$ cat config.mk
export PLATFORM = sky130hd
export DESIGN_NAME = trng_fetch
export DESIGN_NICKNAME = d
export VERILOG_FILES = /design/src/rtl/trng_fetch.sv
export SDC_FILE = /design/constraint.sdc
export NUM_CORES = 1
export LEC_CHECK = 0
export CAP_MARGIN = 20
export CORE_UTILIZATION = 40
export CTS_BUF_LIST = sky130_fd_sc_hd__clkbuf_2
export DETAILED_ROUTE_END_ITERATION = 16
export SYNTH_ARGS = -nofsm -noshare
export SYNTH_HDL_FRONTEND = slang
export SYNTH_SLANG_ARGS = --single-unit
$ cat constraint.sdc
create_clock -name clk -period 4 [get_ports clk]
set_input_delay 0.8 -clock clk [delete_from_list [all_inputs] [get_ports clk]]
set_output_delay 0.8 -clock clk [all_outputs]
set_load 0.05 [all_outputs]
$ cat src/rtl/trng_fetch.sv
// Consumer side of the TRNG gen/rdy/rdn handshake: fetches words into a small FIFO
// and serves them on a req/ack read port. Optional repetition test: TRNG_FETCH_RCT_EN.
module trng_fetch #(
   parameter int W       = 32,
   parameter int DEPTH   = 4,
   parameter int DISCARD = 1
) (
   input  logic                       clk,
   input  logic                       rst,
   output logic                       trn_gen,
   input  logic                       trn_rdy,
   input  logic [W-1:0]               trn_rdn,
   input  logic                       rd_req,
   output logic                       rd_ack,
   output logic [W-1:0]               rd_data,
   output logic [$clog2(DEPTH):0]     fifo_cnt,
   output logic                       rct_err
);

   localparam int AW = $clog2(DEPTH);
   localparam int CW = AW + 1;

   localparam logic [1:0] IDLE = 2'd0;
   localparam logic [1:0] REQ  = 2'd1;
   localparam logic [1:0] DROP = 2'd2;

   localparam logic [3:0] DISC_INIT = 4'(DISCARD);

   logic [1:0]    state_q, state_d;
   logic [AW-1:0] wr_ptr_q, wr_ptr_d;
   logic [AW-1:0] rd_ptr_q, rd_ptr_d;
   logic [CW-1:0] cnt_q, cnt_d;
   logic [3:0]    disc_q, disc_d;
   logic          rd_ack_q, rd_ack_d;
   logic [W-1:0]  rd_data_q, rd_data_d;
   logic [W-1:0]  mem_q [DEPTH];

   logic capture;
   logic repeat_hit;
   logic push;
   logic pop;

   // Handshake: a word is taken only on trn_rdy while in REQ; rd_req is a level held
   // until the one-cycle rd_ack, which is never asserted on two consecutive cycles.
   always_comb begin
      capture = (state_q == REQ) && trn_rdy;
      pop     = rd_req && (cnt_q != '0) && !rd_ack_q;
   end

`ifdef TRNG_FETCH_RCT_EN
   logic [W-1:0] prev_q, prev_d;
   logic         have_prev_q, have_prev_d;
   logic         rct_err_q, rct_err_d;

   always_comb begin
      repeat_hit  = capture && have_prev_q && (trn_rdn == prev_q);
      prev_d      = capture ? trn_rdn : prev_q;
      have_prev_d = have_prev_q | capture;
      rct_err_d   = rct_err_q | repeat_hit;
   end

   always_ff @(posedge clk) begin
      if (rst) begin
         prev_q      <= '0;
         have_prev_q <= 1'b0;
         rct_err_q   <= 1'b0;
      end else begin
         prev_q      <= prev_d;
         have_prev_q <= have_prev_d;
         rct_err_q   <= rct_err_d;
      end
   end

   assign rct_err = rct_err_q;
`else
   assign repeat_hit = 1'b0;
   assign rct_err    = 1'b0;
`endif

   always_comb begin
      state_d   = state_q;
      wr_ptr_d  = wr_ptr_q;
      rd_ptr_d  = rd_ptr_q;
      disc_d    = disc_q;
      rd_ack_d  = pop;
      rd_data_d = rd_data_q;
      push      = 1'b0;

      // Discarded words still pass through the repetition test above.
      if (capture) begin
         if (disc_q != 4'd0) begin
            disc_d = disc_q - 4'd1;
         end else if (!repeat_hit) begin
            push = 1'b1;
         end
      end

      if (push) begin
         wr_ptr_d = wr_ptr_q + AW'(1);
      end
      if (pop) begin
         rd_ptr_d  = rd_ptr_q + AW'(1);
         rd_data_d = mem_q[rd_ptr_q];
      end
      cnt_d = cnt_q + CW'(push) - CW'(pop);

      case (state_q)
         IDLE: begin
            // Space is judged after this cycle's pop so a read frees a slot immediately.
            if ((cnt_q - CW'(pop)) < CW'(DEPTH)) begin
               state_d = REQ;
            end
         end
         REQ: begin
            if (trn_rdy) begin
               state_d = DROP;
            end
         end
         DROP:    state_d = IDLE;
         default: state_d = IDLE;
      endcase
   end

   always_ff @(posedge clk) begin
      if (rst) begin
         state_q   <= IDLE;
         wr_ptr_q  <= '0;
         rd_ptr_q  <= '0;
         cnt_q     <= '0;
         disc_q    <= DISC_INIT;
         rd_ack_q  <= 1'b0;
         rd_data_q <= '0;
      end else begin
         state_q   <= state_d;
         wr_ptr_q  <= wr_ptr_d;
         rd_ptr_q  <= rd_ptr_d;
         cnt_q     <= cnt_d;
         disc_q    <= disc_d;
         rd_ack_q  <= rd_ack_d;
         rd_data_q <= rd_data_d;
      end
   end

   always_ff @(posedge clk) begin
      if (push) begin
         mem_q[wr_ptr_q] <= trn_rdn;
      end
   end

   // The fetch FSM only requests with a free slot, so a push into a full FIFO is a bug.
   assert property (@(posedge clk) disable iff (rst) !(push && (cnt_q == CW'(DEPTH))));

   assign trn_gen  = (state_q == REQ);
   assign rd_ack   = rd_ack_q;
   assign rd_data  = rd_data_q;
   assign fifo_cnt = cnt_q;

endmodule
==> results.md <==
- The flow ran to the end, and the final reports show no timing, DRC or antenna violations.
- The analysis attributes to net switching a power of 1.32 mW.
- The area of the die is 16600 sq um.
- Overall power consumption after layout is estimated at 4.10 mW.
- Per report_power, the sequential group accounts for 53.6% of the total.
- The number of hold violations in the final report is 0.
- After the flow finishes, the layout carries non-filler instances totaling 623.
- CTS saw 174 sinks.
- The launch instance of the worst min-delay path is state_q[1].
- The detailed router finished its first iteration with 265 violations.
- The number of placed instances, taps included is 591.
- After synthesis, the most frequently instantiated cells are 128 x sky130_fd_sc_hd__edfxtp_1, 46 x sky130_fd_sc_hd__dfxtp_1, 32 x sky130_fd_sc_hd__mux4_2.
- The total of endpoints with negative setup slack in the final report is 0.
- The filler cell count in the final layout is 1316.
- Summing all non-filler instances in the final layout gives an area of 7500 sq um.
- The cell taking the most area after synthesis is sky130_fd_sc_hd__edfxtp_1.
- Data on the critical path arrives at its endpoint at 2.10 ns.
- The number of hold buffers added after CTS is 0.
- Timing analysis after detailed placement gives a worst setup slack of 1.03 ns.
- Counting instances, the worst hold path has a depth of 1.
- The startpoint of the most critical register-to-register path is disc_q[0].
- Setup repair after global routing left no endpoint under its margin.
- At the end of the flow, the number of nets in the layout was 443.
- Pin placement for this block handled 74 I/O pins.
- The setup slack after layout is 1.10 ns.
- The initialized floorplan defines 45 standard-cell rows.
- The average instance in the mapped netlist occupies 19.9 sq um.
- Sorting the synthesized cells by area gives the leading types as sky130_fd_sc_hd__edfxtp_1 60%, sky130_fd_sc_hd__dfxtp_1 14%, sky130_fd_sc_hd__mux4_2 11%, sky130_fd_sc_hd__a22o_2 4.7%, sky130_fd_sc_hd__ha_1 1.4%.
- The summed negative setup slack over all endpoints is 0 ns.
- Yosys instantiated no cell more often than sky130_fd_sc_hd__edfxtp_1.
- The number of nets handed over by synthesis was 367.
- The number of synthesized register bits is 174.
- At the pin with the least slew margin, the transition time is 0.950 ns.
- The number of global-route vias before repair was 3270.
- The maximum clock skew at final layout is 0.0264 ns.
- The worst-case vdd ir drop is 0.000490 V.
- Internal power comes to 2.79 mW.
- From bottom edge to top edge, the die measures 129 um.
- The element type at the critical path end is a primary output.
- The register area share after synthesis is 74.2%.
- The routed wire length is 11500 um.
- The synthesized design devotes to its leading area cell type 59.9% of total area.
- The layout overhead on the synthesized area is 16.8%.
- The insertion delay of the later-clocked pin in the worst-skew pair is 0.69 ns.
- The class of the most critical hold timing path is reg -> reg.
- The power per standard cell area is 547 nW/um^2.
- The analysis attributes to cell leakage a power of 2.43 nW.
- The routed layout has 3172 vias.
- For this run, the number of Yosys warnings is 0.
- The count of buffers added by post-CTS timing repair for setup is 0.
- Of the cells placed in the final design, the portion with a size suffix greater than 1 is 25.2%.
- The HPWL after detailed placement is 6740 um.
- The first-pass detailed-route iteration total is 4.
- STA classifies the critical path startpoint as a flip-flop.
- The count of final max-slew check failures was 0.
- The setup slack on the worst flop-to-flop path is 1.49 ns.
- The number of antenna violations at the first check in global routing is 0.
- The worst slew margin relative to its limit is 36.7%.
- The count of maximum capacitance violations is 0.
- The mapped cell area is 6420 sq um.
- The clock share of power is 18.8%.
- The number of enable-type register cells in the synthesized netlist is 128.
- The wire length of the first global-routing pass is 18000 um.
- Of the total power, the share spent switching nets is 32.1%.
- The required time of the worst setup path is 3.20 ns.
- The fraction of power consumed by combinational cells is 27.6%.
- The post-cts gate resize count is 0.
- In the finished design, the share of the clock period the worst path needs comes to 72.4%.
- Global routing used 15.1% of the available tracks.
- The detailed-route wire length per cell is 18.4 um.
- The number of cells on the worst reg-to-reg path is 10.
- The core region is 15400 sq um.
- The depth of the CTS H-tree is 4.
- The start-to-end type of the worst setup path is reg -> out.
- The endpoint identified for the worst register-to-register timing path is fifo_cnt[2].
- Clock tree synthesis selected as its root buffer the cell sky130_fd_sc_hd__clkbuf_2.
- The TritonCTS clock tree is done.
- Entering global routing, the biggest net connects 35 pins.
- The x dimension of the die is 129 um.
- The worst hold path terminates at state_q[0].
- The highest fanout seen on the critical path is 5.
- Of all flip-flops after synthesis, the portion carrying an async set or reset was 0%.
- Clock tree synthesis inserted a total of 17 buffers.
- The number of diodes is 0.
- The number of buffers inserted by port buffering is 72.
- After detailed routing, the number of remaining DRC violations is 0.
- Synthesis handed over a netlist of 323 instances.
- The placed cell area is 7310 sq um.
- Based on the critical path, the design can be clocked at up to 345 MHz.
- The netlist uses 38 different library cells.
- The initial utilization of the core area, before any placement, comes to 41.6%.
- Counting I/O delays and the setup requirement, the final critical path takes 2.90 ns.
- Using the TritonRoute via totals, the vias-per-cell ratio works out to 5.09.
- The maximum clock path buffer count is 2.
- The weighted congestion at the end of routability-driven global placement is 0.732.
- The detail route stage leaves a number of antenna-violating nets equal to 0.
- Clock-pin slew was measured on the worst setup and hold paths at 0.21 ns.
- For this run the aggregate overflow at the end of global routing stands at 0.
- The most used flip-flop cell after synthesis is sky130_fd_sc_hd__edfxtp_1.
==> routing by layer <==
layer,global-route usage (%),vias up,part of all wire (%)
li1,-,1463,-
met1,19.6,1619,45
met2,23.8,85,48
met3,5.11,5,5.7
met4,4.78,0,0.66
met5,0,-,0
==> worst max-delay path: stages (launching register included) <==
cell                              delay [ns]
sky130_fd_sc_hd__dfxtp_1                0.43
sky130_fd_sc_hd__inv_1                  0.07
sky130_fd_sc_hd__nor2_1                 0.11
sky130_fd_sc_hd__clkdlybuf4s50_1        0.81
==> flip-flops by register name (all words and copies together) (netlist names) <==
register  count
fifo_cnt      3
state_q       2
rd_ack        1
rd_ptr_q      2
rd_data      32
mem_q       128
wr_ptr_q      2
disc_q        4
==> worst max path at each step <==
stage / startpoint / endpoint / cells past startpoint
6_report: state_q[0] / trn_gen / 3
5_1_grt: state_q[0] / trn_gen / 3
4_1_cts: state_q[0] / trn_gen / 3
3_5_place_dp: trn_rdy / fifo_cnt[2] / 9
3_3_place_gp: trn_rdy / fifo_cnt[2] / 9
2_1_floorplan: trn_rdy / mem_q[0][0] / 3
==> power groups by stage <==
| stage | logic [mW] | registers, mW | clock network, mW |
|---|---|---|---|
| final | 1.13 | 2.20 | 0.770 |
| after global routing | 1.20 | 2.23 | 0.864 |
| after CTS | 1.15 | 2.21 | 0.800 |
| after detailed placement | 1.14 | 2.25 | 0 |
| after global placement | 1.14 | 2.24 | 0 |
| after floorplan | 0.547 | 2.51 | 0 |
==> cells in the final DEF, fill, tap and decap left out, types with 2 or more instances in the layout <==
cell                              synthesis  routed
sky130_fd_sc_hd__a21oi_1                  5       5
sky130_fd_sc_hd__a22o_1                   2       2
sky130_fd_sc_hd__a22o_2                  30      30
sky130_fd_sc_hd__a311oi_1                 2       2
sky130_fd_sc_hd__and3_2                   0       4
sky130_fd_sc_hd__buf_4                    1       3
sky130_fd_sc_hd__clkbuf_2                 0      23
sky130_fd_sc_hd__clkdlybuf4s50_1          0      72
sky130_fd_sc_hd__clkinv_1                 0       6
sky130_fd_sc_hd__dfxtp_1                 46      44
sky130_fd_sc_hd__dfxtp_2                  0       2
sky130_fd_sc_hd__edfxtp_1               128     128
sky130_fd_sc_hd__ha_1                     7       7
sky130_fd_sc_hd__inv_1                    7       7
sky130_fd_sc_hd__mux4_2                  32      32
sky130_fd_sc_hd__nand3_1                  3       3
sky130_fd_sc_hd__nand3b_1                 2       2
sky130_fd_sc_hd__nor2_1                   6       6
sky130_fd_sc_hd__nor2b_1                  3       3
sky130_fd_sc_hd__o21ai_0                  6       6
sky130_fd_sc_hd__or3_1                    2       2
sky130_fd_sc_hd__xnor2_1                  2       2
sky130_fd_sc_hd__xor2_1                   2       2
==> metrics by stage <==
| stage | hold WS (ns) | util [%] |
|---|---|---|
| finish | 0.496 | 48.6 |
| global route | 0.529 | 48.6 |
| CTS | 0.499 | 48.6 |
| detailed placement | 0.467 | 47.4 |
| global placement | 0.460 | 47.4 |
| floorplan | 0.440 | - |
==> kinds of logic (layout without fill, tap and decap cells) <==
group	Yosys count	count (layout)	share of synthesized area (%)
compound gates	49	49	6.76
xor+xnor	4	4	0.546
fa+ha+maj	8	8	1.68
buf+inv	25	114	2.38
flops	174	174	74.2
mux	32	32	11.2
other cells	1	1	0.0584
simple gates	30	30	3.12
==> area by class of cell <==
class                   count  area, sq um  area share [%]
flip-flops and latches    174         4770            63.6
multi-input cells         124         1510            20.2
repair buffers             75          743            9.91
well taps                 211          264            3.52
clock buffers              23          115            1.54
clock inverters             9         68.8           0.918
inverters                   7         26.3           0.350
No activity file was read; power rests on OpenSTA's default activity.
